<file path="config.mk">
export PLATFORM = sky130hd
export DESIGN_NAME = bist_misr_ora
export DESIGN_NICKNAME = d
export VERILOG_FILES = /design/src/rtl/bist_misr_ora.sv
export SDC_FILE = /design/constraint.sdc
export NUM_CORES = 1
export LEC_CHECK = 0
export ABC_CLOCK_PERIOD_IN_PS = 5800
export CORE_ASPECT_RATIO = 1.75
export CORE_MARGIN = 10
export CORE_UTILIZATION = 38
export CTS_CLUSTER_SIZE = 12
export DETAILED_ROUTE_END_ITERATION = 16
export PLACE_DENSITY = 0.62
export SLEW_MARGIN = 25
export SYNTH_ARGS = -nofsm -noshare
export SYNTH_HDL_FRONTEND = slang
export SYNTH_SLANG_ARGS = --single-unit
</file>
<file path="constraint.sdc">
create_clock -name clk -period 5.8 [get_ports clk]
set_clock_uncertainty 0.2 [all_clocks]
set_input_delay 1.16 -clock clk [delete_from_list [all_inputs] [get_ports clk]]
set_output_delay 1.16 -clock clk [all_outputs]
set_load 0.01 [all_outputs]
</file>
<file path="src/rtl/bist_misr_ora.sv">
// bist_misr_ora: output response analyser for the BIST loop.
// Compacts the CUT response stream into a MISR signature and, once the
// programmed number of patterns has been absorbed, grades it against the
// fault-free signature and reports pass/fail to the BIST controller.
module bist_misr_ora #(
  parameter int              WIDTH        = 2,
  parameter int              SIG_W        = 8,
  parameter int              NUM_PATTERNS = 8,
  parameter logic [SIG_W-1:0] POLY        = 8'h1D,
  parameter logic [SIG_W-1:0] GOLDEN_SIG  = 8'h47,
  localparam int             CNT_W        = $clog2(NUM_PATTERNS + 1)
) (
  input  logic             clk,
  input  logic             rst,
  input  logic             start,
  input  logic             data_valid,
  input  logic [WIDTH-1:0] dataIn,
  output logic             busy,
  output logic             done,
  output logic             pass,
  output logic             fail,
  output logic [SIG_W-1:0] signature,
  output logic [CNT_W-1:0] count
);

  typedef enum logic [1:0] {
    IDLE    = 2'd0,
    COMPACT = 2'd1,
    COMPARE = 2'd2,
    DONE    = 2'd3
  } state_t;

  // The sample that takes count to NUM_PATTERNS is the final one of a run.
  localparam logic [CNT_W-1:0] LAST_IDX = CNT_W'(NUM_PATTERNS - 1);

  state_t           state;
  logic [SIG_W-1:0] data_ext;
  logic [SIG_W-1:0] sig_next;

  // Zero-extend the response to the signature width; written bitwise so the
  // WIDTH == SIG_W case needs no zero-length replication.
  always_comb begin
    data_ext              = '0;
    data_ext[WIDTH-1:0]   = dataIn;
  end

  // One MISR step: shift left, fold the outgoing MSB back through the taps,
  // then inject the new response bits.
  always_comb begin
    sig_next = {signature[SIG_W-2:0], 1'b0} ^ data_ext;
    if (signature[SIG_W-1]) begin
      sig_next = sig_next ^ POLY;
    end
  end

  // Control FSM with registered status outputs and the signature/count state.
  always_ff @(posedge clk) begin
    if (rst) begin
      state     <= IDLE;
      signature <= '0;
      count     <= '0;
      busy      <= 1'b0;
      done      <= 1'b0;
      pass      <= 1'b0;
      fail      <= 1'b0;
    end else begin
      case (state)
        IDLE, DONE: begin
          // A new run clears everything; a response arriving alongside start
          // belongs to no run and is deliberately dropped.
          if (start) begin
            state     <= COMPACT;
            signature <= '0;
            count     <= '0;
            busy      <= 1'b1;
            done      <= 1'b0;
            pass      <= 1'b0;
            fail      <= 1'b0;
          end
        end
        COMPACT: begin
          // Stalls simply hold; dataIn is never looked at while invalid.
          if (data_valid) begin
            signature <= sig_next;
            count     <= count + 1'b1;
            if (count == LAST_IDX) begin
              state <= COMPARE;
            end
          end
        end
        COMPARE: begin
          // Signature is frozen here, so grade it and publish the verdict.
          state <= DONE;
          busy  <= 1'b0;
          done  <= 1'b1;
          pass  <= (signature == GOLDEN_SIG);
          fail  <= (signature != GOLDEN_SIG);
        end
        default: begin
          state <= IDLE;
        end
      endcase
    end
  end

endmodule
</file>
== After elaboration in Yosys (flattened, before gate mapping) ==
Cells that the tools add are included.

* Word-level logic and storage cells: 43
* Register bits: 18
* Input bits: 6
* Output and inout port bits: 16

* Multiplexer cells: 17
* Add/sub/neg operators: 1
* Bitwise operators: 2
* Eq/ne operators: 9
* Reductions and logical operators: 7

{| class="wikitable"
|+ Operators by type and width
! operator !! count
|-
| 8-bit two-way mux || 2
|-
| 8-bit case mux with 2 select lines || 1
|-
| 8-bit by 7-bit equality test with 1-bit output (second input constant) || 1
|-
| 4-bit two-way mux || 2
|-
| 8-bit by 7-bit != test with 1-bit output (second input constant) || 1
|-
| 1-bit case mux with 2 select lines || 4
|-
| 4-bit case mux with 2 select lines || 1
|-
| 8-bit by 2-bit bitwise XOR with 8-bit output || 1
|-
| 2-bit two-way mux || 3
|-
| 2-bit != test (second input constant) || 3
|-
| 2-bit case mux with 3 select lines || 1
|-
| 3-bit AND reduction || 2
|-
| 5-bit two-way mux || 1
|-
| 4-bit by 1-bit adder with 4-bit output (second input constant) || 1
|-
| 2-bit equality test (second input constant) || 2
|-
| 4-bit by 3-bit equality test with 1-bit output (second input constant) || 1
|-
| 4-bit inverter || 1
|-
| 2-bit nonzero test || 2
|-
| 2-bit by 1-bit equality test with 1-bit output (second input constant) || 1
|-
| 2-bit logical NOT || 1
|-
| 1-bit two-way mux || 2
|-
| 2-bit AND reduction || 1
|-
| 2-bit OR reduction || 1
|}

== Logic depth before layout (Yosys ltp) ==
Gate-level depths: netlist (run 1).

* Word-level depth: 5
* Mapped depth: 7
* Depth with buffers taken out: 5

== Least setup slack after synthesis (run 1) ==
Ideal clock, no wire load.

* Path type: input to register
* Start point: input data_valid
* End point: register count[3]
* Library setup time: 0.070 ns
* Path slack: 3.502 ns
* Buffers on the path: 1
* Required time: 5.530 ns
* Arrival: 2.028 ns
* Stages: 4
* Cell sequence: clkbuf_2 -> mux2i_1 -> or4_1 -> a21oi_1

* Word-level cells in the longest chain between the ends: 2

{| class="wikitable"
|+ Ends and longest elaborated chain
! what !! line !! source
|-
| start: declaration || 16 || <nowiki>input logic data_valid,</nowiki>
|-
| 2-bit != test (no line) || - ||
|-
| 3-bit AND reduction (no line) || - ||
|-
| end signal: assignment || 85 || <nowiki>count <= count + 1'b1;</nowiki>
|-
| end: declaration || 23 || <nowiki>output logic [CNT_W-1:0] count</nowiki>
|}

No other way between the ends.
A chain may end at the register's enable or synchronous reset.

== Worst setup path in the final report (run 1) ==
Ends and elaborated chain as after synthesis.

==> results of run 1 <==
## layout by cell type, fill, tap and decap left out, types with 4 or more instances in the layout
master / count
o21ai_0: 10
xor2_1: 5
nand4_1: 11
dfxtp_1: 18
a21oi_1: 15
clkdlybuf4s50_1: 21
clkbuf_8: 4
ha_1: 4
## power by group through the flow
| stage | Sequential, mW | Combinational (mW) | Clock, mW |
|---|---|---|---|
| after detailed placement | 0.158 | 0.213 | 0 |
| after floorplan | 0.160 | 0.158 | 0 |
| after CTS | 0.156 | 0.215 | 0.103 |
| after global routing | 0.157 | 0.237 | 0.109 |
| final | 0.155 | 0.214 | 0.103 |
| after global placement | 0.158 | 0.206 | 0 |
## layout make-up
class,count,area (µm²),share of cell area (%)
clock buffer,4,55.1,4.60
inverter,3,11.3,0.941
multi-input combinational,78,528,44.1
sequential,18,360,30.1
tap,25,31.3,2.62
timing repair buffer,21,210,17.6
## sequential cells by signal, indices dropped and copies added (netlist names)
signal     count
signature      8
done           1
count          4
pass           1
fail           1
state          2
busy           1
## path summary, 6_finish.rpt
| check | startpoint | end | slack [ns] | cells after the start |
|---|---|---|---|---|
| hold / removal | count[3] | count[3] | 0.30 | 2 |
| setup reg to reg | state[0] | count[0] | 3.50 | 4 |
| setup / recovery | data_valid | count[3] | 2.93 | 4 |
| hold reg to reg | count[3] | count[3] | 0.30 | 2 |
## through the flow
step | utilization, % | setup slack [ns] | cells | area [µm²]
2_1_floorplan | - | 3.50 | 108 | 945
3_3_place_gp | 49.0 | 2.77 | 145 | 1140
3_5_place_dp | 49.0 | 2.68 | 145 | 1140
4_1_cts | 51.3 | 2.95 | 149 | 1200
5_1_grt | 51.3 | 2.72 | 149 | 1200
6_report | 51.3 | 2.93 | 149 | 1200
## worst max-delay path, stage by stage
cell             delay, ns
clkdlybuf4s50_1       0.62
mux2i_1               0.36
or4_1                 0.58
a21oi_1               0.15
## metal layers
| metal | vias to the layer above | track usage, % |
|---|---|---|
| met1 | 414 | 10.8 |
| met2 | 27 | 17.2 |
| met4 | 0 | 4.51 |
| met5 | - | 0 |
| met3 | 4 | 4.43 |
| li1 | 436 | - |
## logic make-up after synthesis
kind of cell | after synthesis
flops | 18
xor+xnor | 5
buf+inv | 12
mux | 2
fa+ha+maj | 4
simple gates | 30
compound gates | 37
==> metrics.cfg, run 1 <==
[timing]
fin_setup_tns_ns=0
finalCritPeriodShare_pct=49.5
slew_violations=0
setup-violations-final=0
hold_viol=0
tightest_slew_ns=0.939
final.min_clock_period_ns=2.87
max_freq_ghz=0.348
holdWs_ns=0.305
rsz0062_at_grt=false
slew_headroom_pct=35.6

[finish]
finalNetCount=135
fillers=230
antenna_cells=0
syn_to_final_growth_pct=26.6
post_route_cells_drive_above_1_share_pct=6.45

[logic_synthesis]
yosys.area.top_type_share_pct=38.1
synth_nets=118
syn_area_per_cell_um2=8.75
synthMuxAreaShare_pct=2.25
synthTopCellsByCount=dfxtp_1 (18), a21oi_1 (15), nand4_1 (11), o21ai_0 (10), xor2_1 (5)
synth_edf_count=0
async_flop_share_pct=0
synth-simple-area-share_pct=19.7
syn_inst=108
synth_top_area_cell=dfxtp_1
yosysSeqAreaShare_pct=38.1
synth_most_common_cell=dfxtp_1
ys_types=37
synth_top_family_by_area=compound AO/OA/AOI/OAI gates
synth_compound_area_share_pct=24.0
syn_area_um2=945
synthFlopType=dfxtp_1
synthXorXnorAreaFrac_pct=4.64
ys_seq_elements=18
yosys_warnings=0
synthTopCellsByArea=dfxtp_1 (38%), a21oi_1 (7.9%), nand4_1 (7.3%)
synthAdderAreaFrac_pct=5.30

[drt]
vias_per_cell=5.91
drtPass1Iterations=4
wl_met1_um=984
ant_nets=0
dr_wl_met2_um=1240
drt_wl_total_um=2470
wl_met3_um=212
num_vias=881
drc=0
wire_per_inst_um=16.6
top_layer=met4
drt_iter0_markers=38

[floorplanning]
row_count=23
die_h_um=86.0
core_um2=2330
start_util_pct=40.5
die_w_um=57.7
dieArea_um2=4960
ioPinCount=22

[place]
portBuffers=21
dp_hpwl_um=1800
gp_congestion=0.764

[grt]
grtUsageTotal_pct=10.3
antenna_found_initial=0
grt_max_degree=20
grt_pass1_wl_um=4220
grt_pass1_vias=907
grt_overflow_total=0

[cts]
clock_sinks=18
root_buffer=clkbuf_8
cts_buffer_depth=2
cts_setup_buffers=0
cts_resized=0
clk_latency_ns=0.25
cts_made_buffers=3
cts_tree=built
clk_pin_slew_ns=0.07
cts.hold.buffers_added=0
cts_max_level=1

[hold_path]
hold_class=reg2reg

[pwr]
internal_power_mw=0.286
leakage_nw=0.440
netSwitchingFraction_pct=39.5
p_clk_share_pct=21.8
p_switching_mw=0.187
p_total_mw=0.472
p_comb_share_pct=45.4
irDropWorstVdd_uv=273
seqPwrFrac_pct=32.8
power.density_nw_per_um2=395

[critical_path]
crit_arrival_ns=2.86
required_ns=5.79
timing_worst_setup_path_type=in2reg
crit_path_start_kind=input port
path_max_fanout=15
endpoint_kind=flop

[run_status]
status=finished clean

[run]
cap_violations=0

(Power assumes the default switching activity.)
==> run 2, diff against run 1 <==
--- a/config.mk
+++ b/config.mk
@@ -5,13 +5,13 @@
 export SDC_FILE = /design/constraint.sdc
 export NUM_CORES = 1
 export LEC_CHECK = 0
-export ABC_CLOCK_PERIOD_IN_PS = 5800
+export ABC_CLOCK_PERIOD_IN_PS = 2550
 export CORE_ASPECT_RATIO = 1.75
 export CORE_MARGIN = 10
 export CORE_UTILIZATION = 38
 export CTS_CLUSTER_SIZE = 12
 export DETAILED_ROUTE_END_ITERATION = 16
-export PLACE_DENSITY = 0.62
+export PLACE_DENSITY = 0.64
 export SLEW_MARGIN = 25
 export SYNTH_ARGS = -nofsm -noshare
 export SYNTH_HDL_FRONTEND = slang
==> constraint.sdc (replaced) <==
create_clock -name clk -period 2.55 [get_ports clk]
set_clock_uncertainty 0.2 [all_clocks]
set_input_delay 0.51 -clock clk [delete_from_list [all_inputs] [get_ports clk]]
set_output_delay 0.51 -clock clk [all_outputs]
set_load 0.01 [all_outputs]
==> run 2 against run 1 <==
  * Wire length rose by 4.3%
  * Die area unchanged
  * Final area increased by 1.0%
  * Sequential cell count is the same
  * Non-clock buffer count grew 3
  * Sequential share of layout area fell by 0.31 points
  * Worst setup slack got worse by 2.5 ns
  * Worst hold slack got worse by 0.0019 ns
  * Clock-buffer cell count down 1
  * Via count up 2.5%
  * Final cell count rose by 1.3%
  * Critical path type is now reg2out
  * Largest power group unchanged
==> metrics.cfg, run 2 (synthesized netlist as in run 1, its figures left out) <==
[place]
dpl_cell_area_um2=1160  ; +2.0%
portBuffers=21  ; unchanged
gp_congestion=0.777  ; +1.7%
dp_hpwl_um=1910  ; +6.3%
dp_slack_ns=0.203  ; -2.48 ns

[grt]
grt_max_degree=20  ; unchanged
grt_pass1_wl_um=4410  ; +4.4%
grtUsageTotal_pct=10.9  ; +0.60 points
grt_pass1_vias=934  ; +3.0%
grt_overflow_total=0  ; unchanged
antenna_found_initial=0  ; unchanged

[finish]
final_cell_mix=clkdlybuf4s50_1 (21), dfxtp_1 (18), a21oi_1 (15)
antenna_cells=0  ; unchanged
regMostFlops=signature
largest_reg_flops=8  ; unchanged
fillers=223  ; -3.0%
syn_to_final_growth_pct=27.9
largestRegisters=signature x8, count x4, state x2
post_route_cells_drive_above_1_share_pct=8.73  ; +2.3 points
finalNetCount=138  ; +2.2%
mostFrequentLayoutCell=clkdlybuf4s50_1
final_cell_area_um2=1210  ; +1.0%

[critical_path]
timing.rr.start=state[0]
timing_worst_setup_path_type=reg2out
required_ns=1.84  ; -3.95 ns
cp_num_buf_inv=1  ; unchanged
slowest_delay_ns=0.61  ; about the same
cpLargestDelayFamily=buffers and inverters
crit_path_start_kind=flop
endpoint_kind=primary output
critPathSlowestCell=clkdlybuf4s50_1
path_max_fanout=7  ; -8
cp_cell_sequence=clkdlybuf4s50_1
cp-startpoint=signature[7]
reg2regPathDepth=5  ; +1
crit_cells=1  ; -3
crit_arrival_ns=1.37  ; -1.49 ns

[pwr]
irDropWorstVdd_uv=509  ; +87%
p_total_mw=1.06  ; +130%
leakage_nw=0.449  ; +1.9%
power.density_nw_per_um2=880  ; +120%

[cts]
cts_buffer_depth=2  ; unchanged
cts_setup_buffers=0  ; unchanged
root_buffer=clkbuf_8
cts.hold.buffers_added=0  ; unchanged
clock_sinks=18  ; unchanged
cts_tree=built
cts_resized=0  ; unchanged
cts_made_buffers=3  ; unchanged
cts_max_level=1  ; unchanged
clk_latency_ns=0.25  ; about the same
clk_pin_slew_ns=0.07  ; about the same

[hold_path]
hold_class=reg2reg
worstHoldStart=count[3]
hold_depth=2  ; unchanged

[floorplanning]
die_h_um=86.0  ; unchanged
die_w_um=57.7  ; unchanged
start_util_pct=40.5  ; unchanged
dieArea_um2=4960  ; unchanged
ioPinCount=22  ; unchanged
core_um2=2330  ; unchanged
row_count=23  ; unchanged

[drt]
num_vias=903  ; +2.5%
vias_per_cell=5.98  ; +1.1%
drt_wl_total_um=2570  ; +4.3%
drt_iter0_markers=40  ; +5.3%
drc=0  ; unchanged
wire_per_inst_um=17.0  ; +2.9%
ant_nets=0  ; unchanged
drtPass1Iterations=5  ; +1

[timing]
final.min_clock_period_ns=2.08
setup-violations-final=0  ; unchanged
rsz0062_at_grt=false
hold_viol=0  ; unchanged
fin_setup_tns_ns=0  ; unchanged
tightest_slew_ns=0.703  ; -0.237 ns
max_freq_ghz=0.480
slew_violations=0  ; unchanged
setup_ws_ns=0.466  ; -2.46 ns
finalCritPeriodShare_pct=81.7
holdWs_ns=0.303  ; -0.00194 ns
slew_headroom_pct=52.2  ; +17 points

[run]
cap_violations=0  ; unchanged

[run_status]
status=finished clean

run 2: cell types whose count changed in the layout (fill, tap and decap cells not counted), sizes merged:
| cell | before | now |
|---|---|---|
| buf | 0 | 3 |
| clkbuf | 4 | 3 |
run 2: per-stage QoR:
stage          std cells  utilization (%)
2_1_floorplan        108                -
3_3_place_gp         148             49.9
3_5_place_dp         148             49.9
4_1_cts              151             51.7
5_1_grt              151             51.9
6_report             151             51.9
run 2: power by group:
part           internal (mW)  switching, mW  leakage, nW
combinational          0.209          0.306        0.281
sequential             0.320         0.0323        0.146
clock                  0.105         0.0917       0.0216
run 2: cell type report:
class	count	area, µm²	share of cell area, %
Clock buffer	3	41.3	3.42
Inverter	3	11.3	0.932
Multi-Input combinational cell	78	532	44.0
Sequential cell	18	360	29.8
Tap cell	25	31.3	2.59
Timing Repair Buffer	24	233	19.3
run 2: final timing paths:
| path | endpoint | slack, ns |
|---|---|---|
| worst max-delay path | signature[7] | 0.47 |
| worst min-delay path | count[3] | 0.30 |
| worst max register to register | count[2] | 0.51 |
| worst min register to register | count[3] | 0.30 |
run 2: metal layers:
layer,track usage (%),vias to the layer above,part of all wire (%)
met1,10.6,418,38
met3,4.43,10,8.7
met2,18.2,34,51
met5,0,-,0
met4,7.08,0,3.0
li1,-,441,-
